## src/rtl/sequenciador_nivel.sv

```systemverilog
// sequenciador_nivel: tank-level sequencer for the bar display.
// Steps a 3-bit level 0..7 at one step per DIV_PASSO cycles while a fill
// (encher) or drain (esvaziar) request is held, and blinks frequenciapiscar
// while a change is in progress.
// Optional blink generator: define SEQUENCIADOR_PISCA_EN to build it;
// otherwise frequenciapiscar is tied low and all other behaviour is unchanged.
module sequenciador_nivel #(
   parameter int DIV_PASSO = 50_000_000,
   parameter int DIV_PISCA = 12_500_000
) (
   input  logic       clk,
   input  logic       rst_n,
   input  logic       encher,
   input  logic       esvaziar,
   output logic [3:0] q,
   output logic       frequenciapiscar,
   output logic       cheio,
   output logic       vazio,
   output logic [1:0] estado
);

   localparam int PW = $clog2(DIV_PASSO);

   localparam logic [1:0] OCIOSO     = 2'b00;
   localparam logic [1:0] ENCHENDO   = 2'b01;
   localparam logic [1:0] ESVAZIANDO = 2'b10;

   logic [1:0]    state;
   logic [1:0]    state_nxt;
   logic [2:0]    level;
   logic [PW-1:0] step_cnt;
   logic          fill_ok;
   logic          drain_ok;
   logic          step_end;
   logic          do_step;

   // Level arithmetic never wraps; the FSM leaves before the ends anyway.
   function automatic logic [2:0] sat_inc(input logic [2:0] v);
      return (v == 3'd7) ? 3'd7 : v + 3'd1;
   endfunction

   function automatic logic [2:0] sat_dec(input logic [2:0] v);
      return (v == 3'd0) ? 3'd0 : v - 3'd1;
   endfunction

   // A request is only valid while the opposite request is low.
   assign fill_ok  = encher & ~esvaziar;
   assign drain_ok = esvaziar & ~encher;
   assign step_end = (step_cnt == PW'(DIV_PASSO - 1));

   // Next-state decode; an invalid request on the terminal count exits without stepping.
   always_comb begin
      state_nxt = state;
      do_step   = 1'b0;
      case (state)
         OCIOSO: begin
            if (fill_ok && (level != 3'd7))
               state_nxt = ENCHENDO;
            else if (drain_ok && (level != 3'd0))
               state_nxt = ESVAZIANDO;
         end
         ENCHENDO: begin
            if (!fill_ok)
               state_nxt = OCIOSO;
            else if (step_end) begin
               do_step = 1'b1;
               if (level == 3'd6)
                  state_nxt = OCIOSO;
            end
         end
         ESVAZIANDO: begin
            if (!drain_ok)
               state_nxt = OCIOSO;
            else if (step_end) begin
               do_step = 1'b1;
               if (level == 3'd1)
                  state_nxt = OCIOSO;
            end
         end
         default: state_nxt = OCIOSO;
      endcase
   end

   // State, step counter and level registers.
   always_ff @(posedge clk or negedge rst_n) begin
      if (!rst_n) begin
         state    <= OCIOSO;
         step_cnt <= '0;
         level    <= 3'd0;
      end else begin
         state <= state_nxt;
         if ((state == OCIOSO) || (state_nxt == OCIOSO) || do_step)
            step_cnt <= '0;
         else
            step_cnt <= step_cnt + 1'b1;
         if (do_step)
            level <= (state == ENCHENDO) ? sat_inc(level) : sat_dec(level);
      end
   end

`ifdef SEQUENCIADOR_PISCA_EN
   localparam int BW = (DIV_PISCA > 1) ? $clog2(DIV_PISCA) : 1;

   logic [BW-1:0] blink_cnt;
   logic          blink;

   // Blink counter runs only while staying in an active state; leaving forces the strobe low.
   always_ff @(posedge clk or negedge rst_n) begin
      if (!rst_n) begin
         blink_cnt <= '0;
         blink     <= 1'b0;
      end else if ((state == OCIOSO) || (state_nxt == OCIOSO)) begin
         blink_cnt <= '0;
         blink     <= 1'b0;
      end else if (blink_cnt == BW'(DIV_PISCA - 1)) begin
         blink_cnt <= '0;
         blink     <= ~blink;
      end else begin
         blink_cnt <= blink_cnt + 1'b1;
      end
   end

   assign frequenciapiscar = blink;
`else
   assign frequenciapiscar = 1'b0;
`endif

   assign q      = {1'b0, level};
   assign cheio  = (level == 3'd7);
   assign vazio  = (level == 3'd0);
   assign estado = state;

endmodule

```

## config.mk

```make
export PLATFORM = sky130hd
export DESIGN_NAME = sequenciador_nivel
export DESIGN_NICKNAME = d
export VERILOG_FILES = /design/src/rtl/sequenciador_nivel.sv
export SDC_FILE = /design/constraint.sdc
export NUM_CORES = 1
export LEC_CHECK = 0
export CAP_MARGIN = 20
export CORE_ASPECT_RATIO = 0.75
export CORE_MARGIN = 2
export CORE_UTILIZATION = 61
export CTS_BUF_LIST = sky130_fd_sc_hd__clkbuf_2 sky130_fd_sc_hd__clkbuf_4 sky130_fd_sc_hd__clkbuf_8
export CTS_CLUSTER_DIAMETER = 40
export DETAILED_ROUTE_END_ITERATION = 10
export GPL_TIMING_DRIVEN = 1
export PLACE_DENSITY_LB_ADDON = 0.15
export SLEW_MARGIN = 40
export SYNTH_ARGS = -nofsm -noshare
export SYNTH_HDL_FRONTEND = slang
export SYNTH_SLANG_ARGS = --single-unit
```

## constraint.sdc

```tcl
create_clock -name clk -period 2.3 [get_ports clk]
set_input_delay 0.46 -clock clk [delete_from_list [all_inputs] [get_ports clk]]
set_output_delay 0.46 -clock clk [all_outputs]
set_load 0.03 [all_outputs]
```

==> impl_metrics.toml, run 1 <==
[finish]
layout_commonest_cell = "dfrtp_1"
diodes = 0
final_cell_count_no_fill = 254
syn2layout_area_growth_pct = 13.5
post-route-util_pct = 73.1
drive_gt1_share_pct = 11.6
fin_nets = 231
layout_common_cells = "dfrtp_1 (31), nor3_1 (20), xor2_1 (20)"
fillers = 213

[worst_setup_path]
crit_path_start_kind = "register"
crit_arrival_ns = 1.68
crit_fanout = 5
crit_slowest_cell = "dlygate4sd2_1"
crit_path_end_kind = "output pin"
required_ns = 1.84
crit_path_max_incr_delay_ns = 0.44
cp_cell_sequence = "inv_1 -> ha_1 -> nor2b_1 -> dlygate4sd2_1"
crit_buf_inv = 2
rr_worst_depth = 8
crit_cells = 4
path_class = "register to output pin"
cpLargestDelayFamily = "buffers and inverters"

[power]
ir_drop_mv = 0.386
power_density_nw_per_um2 = 546
p_leak_nw = 0.883

[logic_synthesis]
ys.flop_type = "dfrtp_1"
synthArstFlopShare_pct = 100
ys_ff_latch = 31
synth_area_sq_um = 1910
synthCells = 197
yosysWarnings = 0
syn_area_per_cell_sq_um = 9.67
synth_edf_count = 0
seq_area_frac_synth_pct = 40.7
ys_types = 43

[place]
dp_hpwl_um = 2870
io_buffers = 10
place_congestion = 0.801
dp.cells = 248

[route]
postRouteWirelength_um = 3980
viasPerCell = 6.07
wl_per_cell_um = 15.7
drc = 0
antenna_left = 0
dr.pass1.iters = 4
vias = 1543
drtIter0Drc = 79

[grt]
grt_pass1_wl_um = 6620
antenna_found_initial = 0
gr-usage-all-layers_pct = 25.7
use_met2_pct = 36.7
grt_busiest_layer = "met1"
gr-usage-met1_pct = 37.1
grt_overflow_total = 0
grt_pass1_vias = 1431
grt_max_degree = 32
grt_use_met3_pct = 6.02

[floorplan]
io_pins = 13
die_area_sq_um = 3590
core_sq_um = 2960
fp.dieH_um = 52.4
die_w_um = 68.5
initial_core_util_pct = 64.5
rows = 17

[min_path]
hold_depth = 1
hold_class = "register to register"

[sta]
fmax_mhz = 468
finClkSkew_ns = 0.00554
setup_viol = 0
finalHoldViolCount = 0
period_needed_ns = 2.14
post-route-period-util_pct = 92.9
rsz0062_at_grt = "false"
fin_setup_tns_ns = 0
finalMaxSlewViolations = 0

[clock_network]
cts_resized = 2
cts_setup_buffers = 0
clock_sinks = 31
cts_tree = "built"
clk_pin_slew_ns = 0.06
h-tree-depth = 2
clock_latency_ns = 0.28
postCtsHoldBufs = 0
cts_root_buf = "clkbuf_8"
cts_buffers = 5
clk_path_buf_depth = 2

[outcome]
status = "completed"

[job]
maxCapViolCount = 0
registers in the layout, indices dropped and copies added (netlist names):
| name | flops |
|---|---|
| step_cnt | 26 |
| estado | 2 |
| level | 3 |
cells in the mapped netlist (all sizes together), types with 3 or more instances:
cell type | count | area, sq um
o21ai | 7 | 46.3
nor3b | 3 | 22.5
a21oi | 4 | 20.0
xnor2 | 4 | 35.0
nand4 | 9 | 56.3
inv | 6 | 22.5
nor3 | 21 | 116
xor2 | 20 | 175
and3 | 3 | 20.0
ha | 10 | 125
nor2 | 18 | 67.6
buf | 5 | 41.3
nor2b | 3 | 18.8
nand3 | 13 | 70.1
nand2 | 11 | 41.3
dfrtp | 31 | 776
nor4 | 5 | 58.8
layer usage:
metal | wire length, um | vias up | part of all wire (%)
li1 | - | 744 | -
met1 | 2000 | 750 | 50
met2 | 1740 | 41 | 44
met3 | 185 | 8 | 4.6
met4 | 60 | 0 | 1.5
met5 | 0 | - | 0
kinds of logic (layout without fill, tap and decap cells):
| family | after synthesis | after routing | share of synthesized area [%] |
|---|---|---|---|
| AND/OR/NAND/NOR | 97 | 97 | 29.6 |
| flip-flops | 31 | 31 | 40.7 |
| adder cells (fa/ha/maj) | 10 | 10 | 6.57 |
| buffers and inverters | 13 | 31 | 3.74 |
| multiplexers | 2 | 2 | 1.05 |
| other | 1 | 2 | 0.197 |
| AO/OA/AOI/OAI | 19 | 19 | 7.09 |
| XOR/XNOR | 24 | 24 | 11.0 |
area by class of cell:
type | instances | area (sq um) | area share [%]
multi-input combinational | 154 | 1060 | 49.1
tap | 38 | 47.5 | 2.20
clock buffer | 6 | 76.3 | 3.53
sequential | 31 | 776 | 35.9
inverter | 6 | 22.5 | 1.04
timing repair buffer | 19 | 178 | 8.22
power breakdown:
part           total [mW]  switching [mW]  internal, mW
clock               0.396           0.183         0.213
sequential          0.571          0.0155         0.555
combinational       0.214           0.136        0.0779
metrics by stage:
stage	worst slack [ns]	cell area (sq um)	hold WS, ns	power, mW
6_report	0.164	2160	0.530	1.18
5_1_grt	0.0207	2160	0.575	1.23
4_1_cts	0.159	2160	0.526	1.18
3_5_place_dp	0.136	2090	0.518	0.789
3_3_place_gp	0.176	2090	0.519	0.780
2_1_floorplan	0.115	1910	0.164	0.716
path summary, 6_finish.rpt:
path                              from            to  slack [ns]
setup / recovery              level[1]         vazio        0.16
hold / removal             step_cnt[0]   step_cnt[0]        0.53
setup reg to reg             estado[1]  step_cnt[25]        0.21
hold reg to reg            step_cnt[0]   step_cnt[0]        0.53
max in group asynchronous        rst_n  step_cnt[22]        1.45
min in group asynchronous        rst_n  step_cnt[20]        0.57
Power figures use the tool's default switching activity.
==> run 2, diff against run 1 <==
PLACE_DENSITY_LB_ADDON = 0.12   (was 0.15)
==> run 2 against run 1 <==
Core utilization is 1.4 points higher. Combinational power is 2% higher. Clock-buffer cell count is 2 higher. First-iteration DRC count is 72% higher. Non-clock buffer count is 2 higher. Largest cell class unchanged.
==> impl_metrics.toml, run 2 (synthesis gave the netlist of run 1 again) <==
[worst_setup_path]
crit_slowest_cell = "dfrtp_1"
path_class = "register to register"
crit_path_start_kind = "register"
crit_path_max_incr_delay_ns = 0.43
crit_arrival_ns = 2.30
crit_fanout = 26
crit_path_end_kind = "register"
cp_cell_sequence = "inv_1 -> ha_1 -> inv_1 -> nor3_1 -> o32a_1 -> o21ai_4 -> buf_12 -> nor3_1"
required_ns = 2.50

[sta]
rsz0062_at_grt = "false"
period_needed_ns = 2.10
setup_viol = 0
finClkSkew_ns = 0.00859
finalHoldViolCount = 0
fin_setup_tns_ns = 0
post-route-period-util_pct = 91.2
fmax_mhz = 477
finalMaxSlewViolations = 0

[min_path]
hold_class = "register to register"

[route]
postRouteWirelength_um = 4260
drc = 0
vias = 1531
wl_per_cell_um = 16.5
viasPerCell = 5.93
dr.pass1.iters = 4
antenna_left = 0
drtIter0Drc = 136

[clock_network]
cts_buffers = 5
cts_root_buf = "clkbuf_8"
postCtsHoldBufs = 0
clk_pin_slew_ns = 0.07
clock_sinks = 31
cts_tree = "built"
h-tree-depth = 2
cts_setup_buffers = 0
clock_latency_ns = 0.29
clk_path_buf_depth = 2

[power]
power_density_nw_per_um2 = 580
clkPwrFrac_pct = 38.1
switching_share_pct = 28.2
p_sw_mw = 0.360
p_comb_share_pct = 17.1
ir_drop_mv = 0.516
p_leak_nw = 0.907
power_mw = 1.28
seqPwrFrac_pct = 44.8
p_int_mw = 0.918

[finish]
layout_commonest_cell = "dfrtp_1"
largest_reg_flops = 26
multi_input_area_sq_um = 1060
syn2layout_area_growth_pct = 15.7
regArea_sq_um = 776
diodes = 0
top_register = "step_cnt"
fillers = 204
layout_common_cells = "dfrtp_1 (31), nor3_1 (20), xor2_1 (20)"
final_cell_count_no_fill = 258
post-route-util_pct = 74.6
fin_nets = 233
drive_gt1_share_pct = 13.2

[grt]
gr-usage-all-layers_pct = 28.2
antenna_found_initial = 0
grt_overflow_total = 0
grt_max_degree = 32
grt_pass1_vias = 1549
grt_pass1_wl_um = 7250

[floorplan]
die_area_sq_um = 3590
initial_core_util_pct = 64.5
die_w_um = 68.5
io_pins = 13
fp.dieH_um = 52.4
rows = 17
core_sq_um = 2960

[place]
dp_hpwl_um = 2930
dp.cells = 250
io_buffers = 10
place_congestion = 0.757

[job]
maxCapViolCount = 0

[outcome]
status = "completed"
==> run 2: changes by cell type in the layout (fill, tap and decap cells not counted) <==
cell / delta
buf_4: +2
clkbuf_8: +2
==> run 2: repair_timing <==
| action | CTS | global route |
|---|---|---|
| gates resized for setup | 2 | 0 |
| endpoints found under the hold margin | 0 | 0 |
| setup endpoints to repair | 2 | 0 |
==> run 2: cell type report <==
| cell class | count | area share (%) |
|---|---|---|
| clock buffer | 8 | 4.71 |
| sequential | 31 | 35.2 |
| multi-input combinational | 154 | 48.2 |
| timing repair buffer | 21 | 8.74 |
| tap | 38 | 2.16 |
| inverter | 6 | 1.02 |
==> run 2: critical path: cells and delay by family (launching register included) <==
kind,cells,cell delay [ns]
flip-flops,1,0.43
AO/OA/AOI/OAI,2,0.35
AND/OR/NAND/NOR,2,0.46
buffers and inverters,3,0.44
adder cells (fa/ha/maj),1,0.31
==> run 2: power by group through the flow <==
stage	logic, mW	clock network (mW)	registers (mW)
after CTS	0.217	0.491	0.572
after global routing	0.240	0.519	0.574
after floorplan	0.123	0	0.593
after global placement	0.201	0	0.579
final	0.219	0.488	0.572
after detailed placement	0.215	0	0.581
==> run 2: final timing paths <==
path / start / to / slack, ns / cells past startpoint
min in group asynchronous: rst_n / step_cnt[17] / 0.56 / 2
worst min-delay path: step_cnt[0] / step_cnt[0] / 0.54 / 1
worst min register to register: step_cnt[0] / step_cnt[0] / 0.54 / 1
worst max-delay path: estado[1] / step_cnt[15] / 0.20 / 8
worst max register to register: estado[1] / step_cnt[15] / 0.20 / 8
max in group asynchronous: rst_n / step_cnt[22] / 1.45 / 2
==> run 2: metrics by stage <==
| stage | hold slack [ns] | setup WS, ns | cell area, sq um |
|---|---|---|---|
| floorplan | 0.164 | 0.115 | 1910 |
| global placement | 0.518 | 0.180 | 2100 |
| detailed placement | 0.534 | 0.0720 | 2100 |
| CTS | 0.546 | 0.222 | 2200 |
| global route | 0.572 | 0.0253 | 2200 |
| finish | 0.539 | 0.202 | 2200 |
==> run 2: routing by layer <==
layer	global-route usage [%]	wire length, um	vias up
li1	-	-	740
met1	38.2	2050	756
met2	43.8	1960	27
met3	6.45	186	8
met4	10.3	61	0
met5	0	0	-
==> run 3, diff against run 2 <==
CORE_ASPECT_RATIO = 1.2   (was 0.75)
==> run 3 against run 2 <==
Clock power decreased by 23%. Setup slack got worse by 0.066 ns. Routed wire length decreased by 8.7%. First-iteration DRC count decreased by 71%. Via count decreased by 1.1%. Critical path depth decreased by 4. Non-clock buffer count decreased by 3. Clock-buffer cell count unchanged. Fmax decreased by 3.0%. Final cell count decreased by 1.9%. Largest power group unchanged.
==> impl_metrics.toml, run 3 (synthesis gave the netlist of run 1 again) <==
[floorplan]
die_w_um = 55.0
die_area_sq_um = 3590
rows = 22
core_sq_um = 3030
io_pins = 13
fp.dieH_um = 65.2
initial_core_util_pct = 62.9

[finish]
diodes = 0
top_register = "step_cnt"
fin_nets = 230
syn2layout_area_growth_pct = 13.2
postLayoutCellArea_sq_um = 2160
layout_commonest_cell = "dfrtp_1"
final_cell_count_no_fill = 253
drive_gt1_share_pct = 12.4
fillers = 243
layout_common_cells = "dfrtp_1 (31), nor3_1 (20), xor2_1 (20)"
largest_reg_flops = 26

[clock_network]
clk_path_buf_depth = 2
clock_sinks = 31
cts_tree = "built"
cts_root_buf = "clkbuf_4"
clock_latency_ns = 0.34
clk_pin_slew_ns = 0.10
h-tree-depth = 2
cts_buffers = 5

[sta]
setup_viol = 0
post-route-period-util_pct = 94.1
rsz0062_at_grt = "false"
finalMaxSlewViolations = 0
period_needed_ns = 2.16
fmax_mhz = 462
finalHoldViolCount = 0
fin_setup_tns_ns = 0
finClkSkew_ns = 0.0118

[route]
drc = 0
drtIter0Drc = 39
antenna_left = 0
wl_per_cell_um = 15.4
vias = 1514
viasPerCell = 5.98
dr.pass1.iters = 4
postRouteWirelength_um = 3890

[job]
maxCapViolCount = 0

[place]
dp_hpwl_um = 2750
placed_cell_area_sq_um = 2090
dp.cells = 245
io_buffers = 10
place_congestion = 0.869

[worst_setup_path]
crit_path_max_incr_delay_ns = 0.40
crit_fanout = 5
required_ns = 1.84
r2r_slack_ns = 0.23
crit_arrival_ns = 1.70
rr_worst_depth = 8
path_class = "register to output pin"
crit_slowest_cell = "dfrtp_1"
cp_cell_sequence = "buf_4 -> ha_1 -> and2_1 -> dlygate4sd2_1"
reg2reg_to = "step_cnt[5]"
crit_path_end_kind = "output pin"
crit_path_start_kind = "register"
worst_r2r_startpoint = "estado[1]"

[min_path]
hold_class = "primary input to async pin"

[outcome]
status = "completed"

[grt]
grt_overflow_total = 0
grt_pass1_vias = 1524
grt_pass1_wl_um = 6500
gr-usage-all-layers_pct = 25.0
grt_max_degree = 32
antenna_found_initial = 0

[power]
ir_drop_mv = 0.486
p_leak_nw = 0.884
power_density_nw_per_um2 = 535
run 3: cell count changes in the layout (fill, tap and decap cells not counted), sizes merged:
cell / change
dlygate4sd2: -1
buf: -3
clkbuf: +1
run 3: power by group:
part | internal, mW | total (mW) | switching, mW
logic | 0.0764 | 0.207 | 0.130
registers | 0.554 | 0.570 | 0.0160
clock network | 0.192 | 0.377 | 0.185
total | 0.822 | 1.15 | 0.332
run 3: layout make-up:
class                      count  area [sq um]  share of cell area, %
multi-input combinational    154          1060                   49.2
sequential                    31           776                   36.0
timing repair buffer          18           179                   8.29
clock buffer                   8          72.6                   3.36
tap                           36          45.0                   2.09
inverter                       6          22.5                   1.04
run 3: routing by layer:
layer / GRT usage [%] / wire length, um / share of wire (%)
met5: 0 / 0 / 0
met4: 11.3 / 61 / 1.6
met3: 6.14 / 128 / 3.3
met2: 40.3 / 1990 / 51
met1: 30.9 / 1710 / 44
run 3: critical path, delay by kind of cell (launching register included):
family	cells	cell delay, ns
adder cells (fa/ha/maj)	1	0.25
buffers and inverters	2	0.52
flip-flops	1	0.40
AND/OR/NAND/NOR	1	0.20
run 3: worst max path at each step:
| stage | to | from | slack (ns) | cells after the start |
|---|---|---|---|---|
| 6_report | cheio | level[0] | 0.14 | 4 |
| 5_1_grt | step_cnt[5] | estado[1] | 0.07 | 8 |
| 4_1_cts | vazio | level[1] | 0.04 | 4 |
| 3_5_place_dp | step_cnt[5] | esvaziar | 0.11 | 7 |
| 3_3_place_gp | level[0] | encher | 0.17 | 6 |
| 2_1_floorplan | level[1] | estado[0] | 0.11 | 7 |
run 3: timing repair:
action	4_1_cts	5_1_grt
setup endpoints to repair	2	1
resized for setup	2	2
hold buffers	0	0
setup buffers	0	0
pin swaps	0	0
run 3: metrics by stage:
stage          hold slack [ns]  total power, mW  util (%)  setup slack [ns]
6_report                 0.515             1.15      71.2             0.136
5_1_grt                  0.561             1.20      71.2            0.0671
4_1_cts                  0.523             1.16      71.4            0.0356
3_5_place_dp             0.518            0.788      69.0             0.113
3_3_place_gp             0.506            0.777      69.0             0.165
2_1_floorplan            0.164            0.716         -             0.115
